[src/rtl/iir_cfg_scheduler.sv]
// Coefficient/sample scheduler in front of a 2nd-order look-ahead IIR filter.
// Commits are applied safely: stall, drain, swap shadow->active, flush with zeros, mask flush results.
module iir_cfg_scheduler #(
  parameter int NB        = 12,
  parameter int FLUSH_LEN = 4,
  parameter int MAX_OUT   = 15
) (
  input  logic          clk,
  input  logic          rst,
  input  logic          cfg_we,
  input  logic [2:0]    cfg_addr,
  input  logic [NB-1:0] cfg_data,
  input  logic          cfg_commit,
  output logic          cfg_busy,
  input  logic [NB-1:0] s_din,
  input  logic          s_vin,
  output logic          s_ready,
  output logic [NB-1:0] f_din,
  output logic          f_vin,
  input  logic [NB-1:0] f_dout,
  input  logic          f_vout,
  output logic [NB-1:0] m_dout,
  output logic          m_vout,
  output logic [NB-1:0] a2,
  output logic [NB-1:0] a3,
  output logic [NB-1:0] b0,
  output logic [NB-1:0] b1,
  output logic [NB-1:0] b2,
  output logic [NB-1:0] b3
);

  localparam int CW = $clog2(MAX_OUT + 1);
  localparam int FW = $clog2(FLUSH_LEN + 1);

  typedef enum logic [1:0] {ST_RUN, ST_DRAIN, ST_SWAP, ST_FLUSH} state_t;

  state_t          state, state_nxt;
  logic [FW-1:0]   flush_cnt;
  logic [CW-1:0]   out_cnt;
  logic [CW-1:0]   mask_cnt, mask_nxt;
  logic [NB-1:0]   shadow [6];
  logic [NB-1:0]   active [6];
  logic            accept;

  assign s_ready  = (state == ST_RUN);
  assign cfg_busy = (state != ST_RUN);
  assign accept   = s_vin && s_ready;

  // NOTE: every combinational output gets a default first so no path can infer a latch.
  always_comb begin
    state_nxt = state;
    case (state)
      ST_RUN:   if (cfg_commit) state_nxt = ST_DRAIN;
      ST_DRAIN: if (out_cnt == '0 && !f_vin) state_nxt = ST_SWAP;
      ST_SWAP:  state_nxt = ST_FLUSH;
      ST_FLUSH: if (flush_cnt == FW'(FLUSH_LEN - 1)) state_nxt = ST_RUN;
      default:  state_nxt = ST_RUN;
    endcase
  end

  // NOTE: state registers use non-blocking assignments so every flop samples pre-edge values.
  always_ff @(posedge clk or posedge rst) begin
    if (rst) begin
      state     <= ST_RUN;
      flush_cnt <= '0;
    end else begin
      state <= state_nxt;
      if (state == ST_SWAP)       flush_cnt <= '0;
      else if (state == ST_FLUSH) flush_cnt <= flush_cnt + FW'(1);
    end
  end

  // Flush loads accumulate so a late commit cannot lose masking of outstanding zero samples.
  always_comb begin
    mask_nxt = mask_cnt;
    if (f_vout && mask_cnt != '0) mask_nxt = mask_nxt - CW'(1);
    if (state == ST_SWAP)         mask_nxt = mask_nxt + CW'(FLUSH_LEN);
  end

  always_ff @(posedge clk or posedge rst) begin
    if (rst) begin
      out_cnt  <= '0;
      mask_cnt <= '0;
    end else begin
      mask_cnt <= mask_nxt;
      case ({f_vin, f_vout})
        2'b10:   out_cnt <= out_cnt + CW'(1);
        2'b01:   out_cnt <= out_cnt - CW'(1);
        default: out_cnt <= out_cnt;
      endcase
    end
  end

  // NOTE: the coefficient arrays are only twelve words, so they are reset like ordinary flops.
  always_ff @(posedge clk or posedge rst) begin
    if (rst) begin
      for (int i = 0; i < 6; i++) begin
        shadow[i] <= '0;
        active[i] <= '0;
      end
    end else begin
      if (state == ST_RUN && cfg_we && cfg_addr < 3'd6) shadow[cfg_addr] <= cfg_data;
      if (state == ST_SWAP) begin
        for (int i = 0; i < 6; i++) active[i] <= shadow[i];
      end
    end
  end

  // Zero samples are issued during the FLUSH cycles themselves, hence the look at state_nxt.
  always_ff @(posedge clk or posedge rst) begin
    if (rst) begin
      f_vin  <= 1'b0;
      f_din  <= '0;
      m_vout <= 1'b0;
      m_dout <= '0;
    end else begin
      f_vin <= (state_nxt == ST_FLUSH) || accept;
      if (state_nxt == ST_FLUSH) f_din <= '0;
      else if (accept)           f_din <= s_din;
      m_vout <= f_vout && (mask_cnt == '0);
      if (f_vout && mask_cnt == '0) m_dout <= f_dout;
    end
  end

  assign a2 = active[0];
  assign a3 = active[1];
  assign b0 = active[2];
  assign b1 = active[3];
  assign b2 = active[4];
  assign b3 = active[5];

endmodule
[config.mk]
export PLATFORM = sky130hd
export DESIGN_NAME = iir_cfg_scheduler
export DESIGN_NICKNAME = d
export VERILOG_FILES = /design/src/rtl/iir_cfg_scheduler.sv
export SDC_FILE = /design/constraint.sdc
export NUM_CORES = 1
export LEC_CHECK = 0
export ABC_AREA = 0
export CORE_ASPECT_RATIO = 1.5
export CORE_MARGIN = 2
export CORE_UTILIZATION = 55
export DETAILED_ROUTE_END_ITERATION = 10
export MAX_ROUTING_LAYER = met4
export PLACE_DENSITY = 0.95
export REMOVE_ABC_BUFFERS = 1
export SYNTH_ARGS = -nofsm -noshare
export SYNTH_HDL_FRONTEND = slang
export SYNTH_SLANG_ARGS = --single-unit
[constraint.sdc]
create_clock -name clk -period 11.8 [get_ports clk]
set_input_delay 1.18 -clock clk [delete_from_list [all_inputs] [get_ports clk]]
set_output_delay 1.18 -clock clk [all_outputs]
set_load 0.005 [all_outputs]
==> results.md, run 1 <==
- Die area: around 14000 um2
- Largest net degree at the start of global routing: 104
- Yosys reg bits: 183
- H-tree levels: 4
- Top FF cell, synth: dfrtp_1
- CTS tree: yes
- Final cycle utilization of the critical path: 26.1%
- Total Routed Length: 15.1 mm
- HP Class: register to register
- Switching fraction of total power: 28.3%
- Cells after synthesis: 481
- HPWL Detailed: 10.2 mm
- Core area: 12800 um2
- Avg Cell Area, Syn: 14.9 um2
- Max Cap Violations: 0
- Clock root buffer: clkbuf_16
- I/O pin total: 145
- Max Buffers Root-to-Sink: 2
- Slew margin rel.: ~29%
- Hold-fix buffers, CTS: 0
- First-pass GRT wire length: approximately 24 mm
- DR iter-0 viols: 139
- Post-DP Area: 8700 um2
- Max Fanout on Critical Path: 8
- Final Core Density: 72.3%
- Initial Utilization: between 50% and 60%
- Slowest stage cell on the critical path: clkdlybuf4s50_1
- Layout area overhead: 29.4%
- RSZ-0062 raised after global routing: no
- P per Cell Area: 263 nW/um2
- # DRC: 0
- Share of cells above drive strength 1: 30.6%
- Clk_skew: 0.00858 ns
- Nets: 675
- Post-synth cell types: 40
- Psw: 0.690 mW
- Inserted Clock Buffers: 17
- Avg Vias per Cell: 5.53
- Slew Limit Fails: 0
- Count of clock tree sinks: 183
- TritonRoute pass-1 iters: 4
- Commonest non-fill, non-tap cells in the layout: 183 x dfrtp_1, 156 x mux2_2, 144 x clkdlybuf4s50_1
- Static Leak: 4.17 nW
- Peak VDD IR: ~0.13 mV
- Post_cts resized: 0
- Status: finished, final reports clean
- Comb pwr share: 33.3%
- Total grt overflow: 0
- WP buf/inv: 1
- Vias in the first global route: 4708
- Via count: 4386
- Worst-path clk slew: roughly 0.070 ns
- Clk_lat worst skew: 0.41 ns
- Setup CP Type: register to output port
- Sequential share of the synthesized area: 63.9%
- Routability-driven placement congestion ratio: 0.799
- Total setup buffers inserted after CTS: 0
- Commonest non-fill, non-tap cell in the layout: dfrtp_1
- Clock Power Share: 22.0%
- F_max: 325 MHz
- Setup Viol. Count Final: 0
- Asr flop ratio synth: 100%
- Worst path arrival time: roughly 1.9 ns
- R2R setup slack: 9.38 ns
- Worst-margin pin slew: between 1 and 1.5 ns
- Fill cells: 829
- Slowest stage delay, CP: 0.59 ns
- CP endpoint kind: output port
- Post-Route Setup TNS: 0 ns
- Row count: 51
- Worst path cell trace: nor2_1, clkdlybuf4s50_1
- Worst Path Required: 10.62 ns
- CP top delay family: buffers and inverters
- Design area: 9270 um2
- Sequential share of power: ~45%
- Initial antenna violation count: 0
- Gr usage total: 23.1%
- Post-synth EDFFs: 0
- Ant diodes: 0
- WL/cell: 19.0 um
- DIE WIDTH: 97.2 um
- Routed Antenna Nets: 0
- Mapped Area: 7170 um2
- Startpoint Class: register
- Crit path time final: 3.08 ns
- Port bufs: 144
- Final Hold Violating Endpoints: 0
- Yosys warns: 0
- Die height: 144 um
- Total internal power: 1.75 mW
[worst paths after layout]
path | startpoint | endpoint | cells after the start
setup / recovery | state[0]$_DFF_PP0_ | s_ready | 2
setup reg to reg | state[0]$_DFF_PP0_ | shadow[30]$_DFFE_PP0P_ | 3
min in group asynchronous | rst | b1[6]$_DFFE_PP0P_ | 2
max in group asynchronous | rst | a3[8]$_DFFE_PP0P_ | 3
hold / removal | flush_cnt[0]$_DFFE_PP0P_ | flush_cnt[0]$_DFFE_PP0P_ | 1
hold reg to reg | flush_cnt[0]$_DFFE_PP0P_ | flush_cnt[0]$_DFFE_PP0P_ | 1
[sequential cells by signal, indices dropped and copies added (netlist names)]
register	flops
shadow	72
a2	12
a3	12
b0	12
b1	12
b2	12
b3	12
f_din	12
m_dout	12
mask_cnt	4
out_cnt	4
flush_cnt	3
state	2
f_vin	1
m_vout	1
[cells by family (layout without fill, tap and decap cells)]
| kind of cell | after synthesis | in the layout | synth area share [%] |
|---|---|---|---|
| AO/OA/AOI/OAI | 32 | 32 | 2.64 |
| XOR/XNOR | 4 | 4 | 0.489 |
| adder cells (fa/ha/maj) | 7 | 7 | 1.33 |
| buffers and inverters | 37 | 190 | 2.60 |
| flip-flops | 183 | 183 | 63.9 |
| multiplexers | 158 | 158 | 24.8 |
| AND/OR/NAND/NOR | 60 | 60 | 4.24 |
[layout make-up]
| class | instances | area (um2) | share of cell area [%] |
|---|---|---|---|
| Multi-Input combinational cell | 261 | 2410 | 26.0 |
| Clock inverter | 10 | 98.8 | 1.07 |
| Inverter | 14 | 57.6 | 0.621 |
| Tap cell | 159 | 199 | 2.15 |
| Sequential cell | 183 | 4580 | 49.4 |
| Clock buffer | 20 | 467 | 5.03 |
| Timing Repair Buffer | 146 | 1460 | 15.7 |
[cells in the mapped netlist (4+ instances only)]
master | instances | area, um2
dfrtp_1 | 183 | 4580
mux2_2 | 156 | 1760
nand2_1 | 32 | 120
a21oi_1 | 16 | 80.1
inv_1 | 14 | 52.6
buf_4 | 10 | 75.1
buf_2 | 7 | 35.0
ha_1 | 6 | 75.1
clkbuf_1 | 5 | 18.8
nor2_1 | 5 | 18.8
o21ai_0 | 5 | 25.0
nor3b_1 | 4 | 30.0
[layer usage]
metal	track usage [%]	wire length, um	vias up
li1	-	-	1963
met1	26.6	5900	2281
met2	40.2	8330	113
met3	4.96	516	29
met4	8.38	347	0
met5	-	0	-
[power groups by stage]
stage	clock [mW]	combinational (mW)	sequential (mW)
3_3_place_gp	0	0.772	1.07
4_1_cts	0.548	0.825	1.09
2_1_floorplan	0	0.407	1.06
6_report	0.538	0.812	1.09
3_5_place_dp	0	0.817	1.10
5_1_grt	0.576	0.881	1.13
[stage by stage]
stage | instances | hold slack, ns | total power [mW] | setup WS (ns)
6_report | 793 | 0.497 | 2.44 | 8.72
5_1_grt | 793 | 0.512 | 2.58 | 8.56
4_1_cts | 793 | 0.496 | 2.46 | 8.69
3_5_place_dp | 763 | 0.487 | 1.92 | 8.40
3_3_place_gp | 763 | 0.466 | 1.85 | 8.45
2_1_floorplan | 458 | 0.457 | 1.46 | 5.65
No activity file was read; power rests on OpenSTA's default activity.
==> run 2, diff against run 1 <==
- CORE_UTILIZATION: 55 -> 46
- PLACE_DENSITY: 0.95 -> 0.86
- clock period: 11.8 -> 2.5 ns (I/O delays scaled with it)
==> results.md, run 2 (synthesis results as in run 1) <==
- Commonest non-fill, non-tap cell in the layout: dfrtp_1 (unchanged)
- Max Fanout on Critical Path: 8 (unchanged)
- RSZ-0062 raised after global routing: no (unchanged)
- H-tree levels: 4 (unchanged)
- Gr usage total: 19.6% (was 23.1%)
- Peak VDD IR: 0.550 mV (was 0.133 mV)
- Initial antenna violation count: 0 (unchanged)
- Via count: 4406 (was 4386)
- Worst-margin pin slew: 0.570 ns (was 1.07 ns)
- Avg Vias per Cell: 5.20 (was 5.53)
- Total Routed Length: 14.9 mm (was 15.1 mm)
- Startpoint Class: register (unchanged)
- Layout area overhead: 31.8% (was 29.4%)
- Initial Utilization: 47.3% (was 55.9%)
- Slowest stage cell on the critical path: clkdlybuf4s50_1 (unchanged)
- CTS tree: yes (unchanged)
- Row count: 55 (was 51)
- Share of cells above drive strength 1: 31.6% (was 30.6%)
- Routability-driven placement congestion ratio: 0.805 (was 0.799)
- Slew margin rel.: 62.0% (was 28.9%)
- Port bufs: 144 (unchanged)
- Post_cts resized: 0 (unchanged)
- Pre-CTS setup slack: 0.155 ns (was 8.40 ns)
- Crit path time final: 2.07 ns
- First-pass GRT wire length: 24.6 mm (was 24.4 mm)
- Slew Limit Fails: 0 (unchanged)
- Ant diodes: 0 (unchanged)
- Met1 GRT Util: 23.0% (was 26.6%)
- Routed Antenna Nets: 0 (unchanged)
- Core area: 15100 um2 (was 12800 um2)
- DIE WIDTH: 106 um (was 97.2 um)
- F_max: ~480 MHz
- Most used routing layer: met2 (unchanged)
- Reg with most FFs: shadow (unchanged)
- Total setup buffers inserted after CTS: 0 (unchanged)
- Total grt overflow: 0 (unchanged)
- TritonRoute pass-1 iters: 4 (unchanged)
- Max Cap Violations: 0 (unchanged)
- Vias in the first global route: 4877 (was 4708)
- Die area: 16600 um2 (was 14000 um2)
- Commonest non-fill, non-tap cells in the layout: 183 x dfrtp_1, 156 x mux2_2, 144 x clkdlybuf4s50_1 (unchanged)
- Final Hold Violating Endpoints: 0 (unchanged)
- Final cycle utilization of the critical path: ~83%
- I/O pin total: 145 (unchanged)
- Hold-fix buffers, CTS: 0 (unchanged)
- CP endpoint kind: output port (unchanged)
- Worst path arrival time: 1.82 ns (was 1.90 ns)
- Status: finished, final reports clean (unchanged)
- Final Worst Setup Slack: 0.425 ns (was 8.72 ns)
- Max FFs per register: 72 (unchanged)
- Clock root buffer: clkbuf_16 (unchanged)
- Grt met2 use: 35.5% (was 40.2%)
- CP top delay family: buffers and inverters (unchanged)
- Clk_lat worst skew: 0.41 ns (about the same)
- WL/cell: 17.6 um (was 19.0 um)
- Count of clock tree sinks: 183 (unchanged)
- HPWL Detailed: 10.2 mm (about the same)
- Worst Path Required: 2.25 ns (was 10.62 ns)
- Met3 Use GR: 2.92% (was 4.96%)
- # DRC: 0 (unchanged)
- Clk_skew: 0.00796 ns (was 0.00858 ns)
- Worst-path clk slew: 0.07 ns (about the same)
- Static Leak: 4.25 nW (was 4.17 nW)
- Setup CP Type: register to output port (unchanged)
- WP buf/inv: 1 (unchanged)
- Largest net degree at the start of global routing: 61 (was 104)
- DR iter-0 viols: 128 (was 139)
- Hold slack: 0.271 ns (was 0.497 ns)
- Inserted Clock Buffers: 17 (unchanged)
- P per Cell Area: 1220 nW/um2 (was 263 nW/um2)
- HP Class: primary input to asynchronous set/reset pin (was register to register)
- Worst path cell trace: nor2_1, clkdlybuf4s50_1 (unchanged)
- Max Buffers Root-to-Sink: 2 (unchanged)
- Slowest stage delay, CP: 0.57 ns (was 0.59 ns)
- Setup Viol. Count Final: 0 (unchanged)
- Fill cells: 1158 (was 829)
- Die height: 157 um (was 144 um)
- Nets: 687 (was 675)
[run 2: changes by cell type in the layout (fill, tap and decap cells not counted)]
cell	previous run	this run
buf_4	2	12
clkbuf_8	3	1
clkinv_2	2	4
clkinv_4	4	3
inv_6	2	3
bufinv_16	1	2
clkbuf_1	0	3
clkinvlp_4	2	0
buf_12	0	2
[run 2: final timing paths]
kind / slack (ns) / endpoint / from / cells past startpoint
setup / recovery: 0.43 / s_ready / state[0]$_DFF_PP0_ / 2
hold / removal: 0.27 / out_cnt[2]$_DFFE_PP0P_ / rst / 2
setup reg to reg: 0.61 / b2[0]$_DFFE_PP0P_ / state[1]$_DFF_PP0_ / 3
hold reg to reg: 0.50 / a3[0]$_DFFE_PP0P_ / shadow[48]$_DFFE_PP0P_ / 1
max in group asynchronous: 1.51 / b1[7]$_DFFE_PP0P_ / rst / 3
min in group clk: 0.39 / f_din[2]$_DFFE_PP0P_ / s_din[2] / 3
[run 2: per-stage QoR]
| stage | setup TNS [ns] | power [mW] | instances | utilization, % | cell area, um2 |
|---|---|---|---|---|---|
| floorplan | -645.17 | 6.91 | 458 | - | 7030 |
| detailed placement | 0 | 9.04 | 815 | 58.6 | 8870 |
| finish | 0 | 11.6 | 847 | 62.4 | 9440 |
| CTS | 0 | 11.7 | 847 | 62.4 | 9440 |
| global placement | 0 | 8.74 | 815 | 58.6 | 8870 |
| global route | 0 | 12.3 | 847 | 62.4 | 9440 |
[run 2: layout make-up]
class	count	area, um2	share of cell area [%]
Sequential cell	183	4580	48.5
Multi-Input combinational cell	261	2410	25.5
Timing Repair Buffer	158	1570	16.6
Clock buffer	21	450	4.77
Tap cell	199	249	2.64
Clock inverter	11	124	1.31
Inverter	14	57.6	0.609
[run 2: report_power, final]
part           leakage, nW  total [mW]  switching, mW  internal, mW
combinational         1.62        3.84           1.31          2.53
sequential            2.34        5.11          0.805          4.31
clock                0.286        2.61           1.11          1.51
[run 2: worst reg2reg max path, stage by stage, from the launching register on]
cell and delay (ns):
dfrtp_1 0.50, nor2b_4 0.32, buf_4 0.54, mux2_2 0.42
[run 2: per-layer routing]
layer / share of wire (%) / up-vias
li1: - / 2001
met1: 41 / 2297
met2: 55 / 96
met3: 2.8 / 12
met4: 0.97 / 0
met5: 0 / -
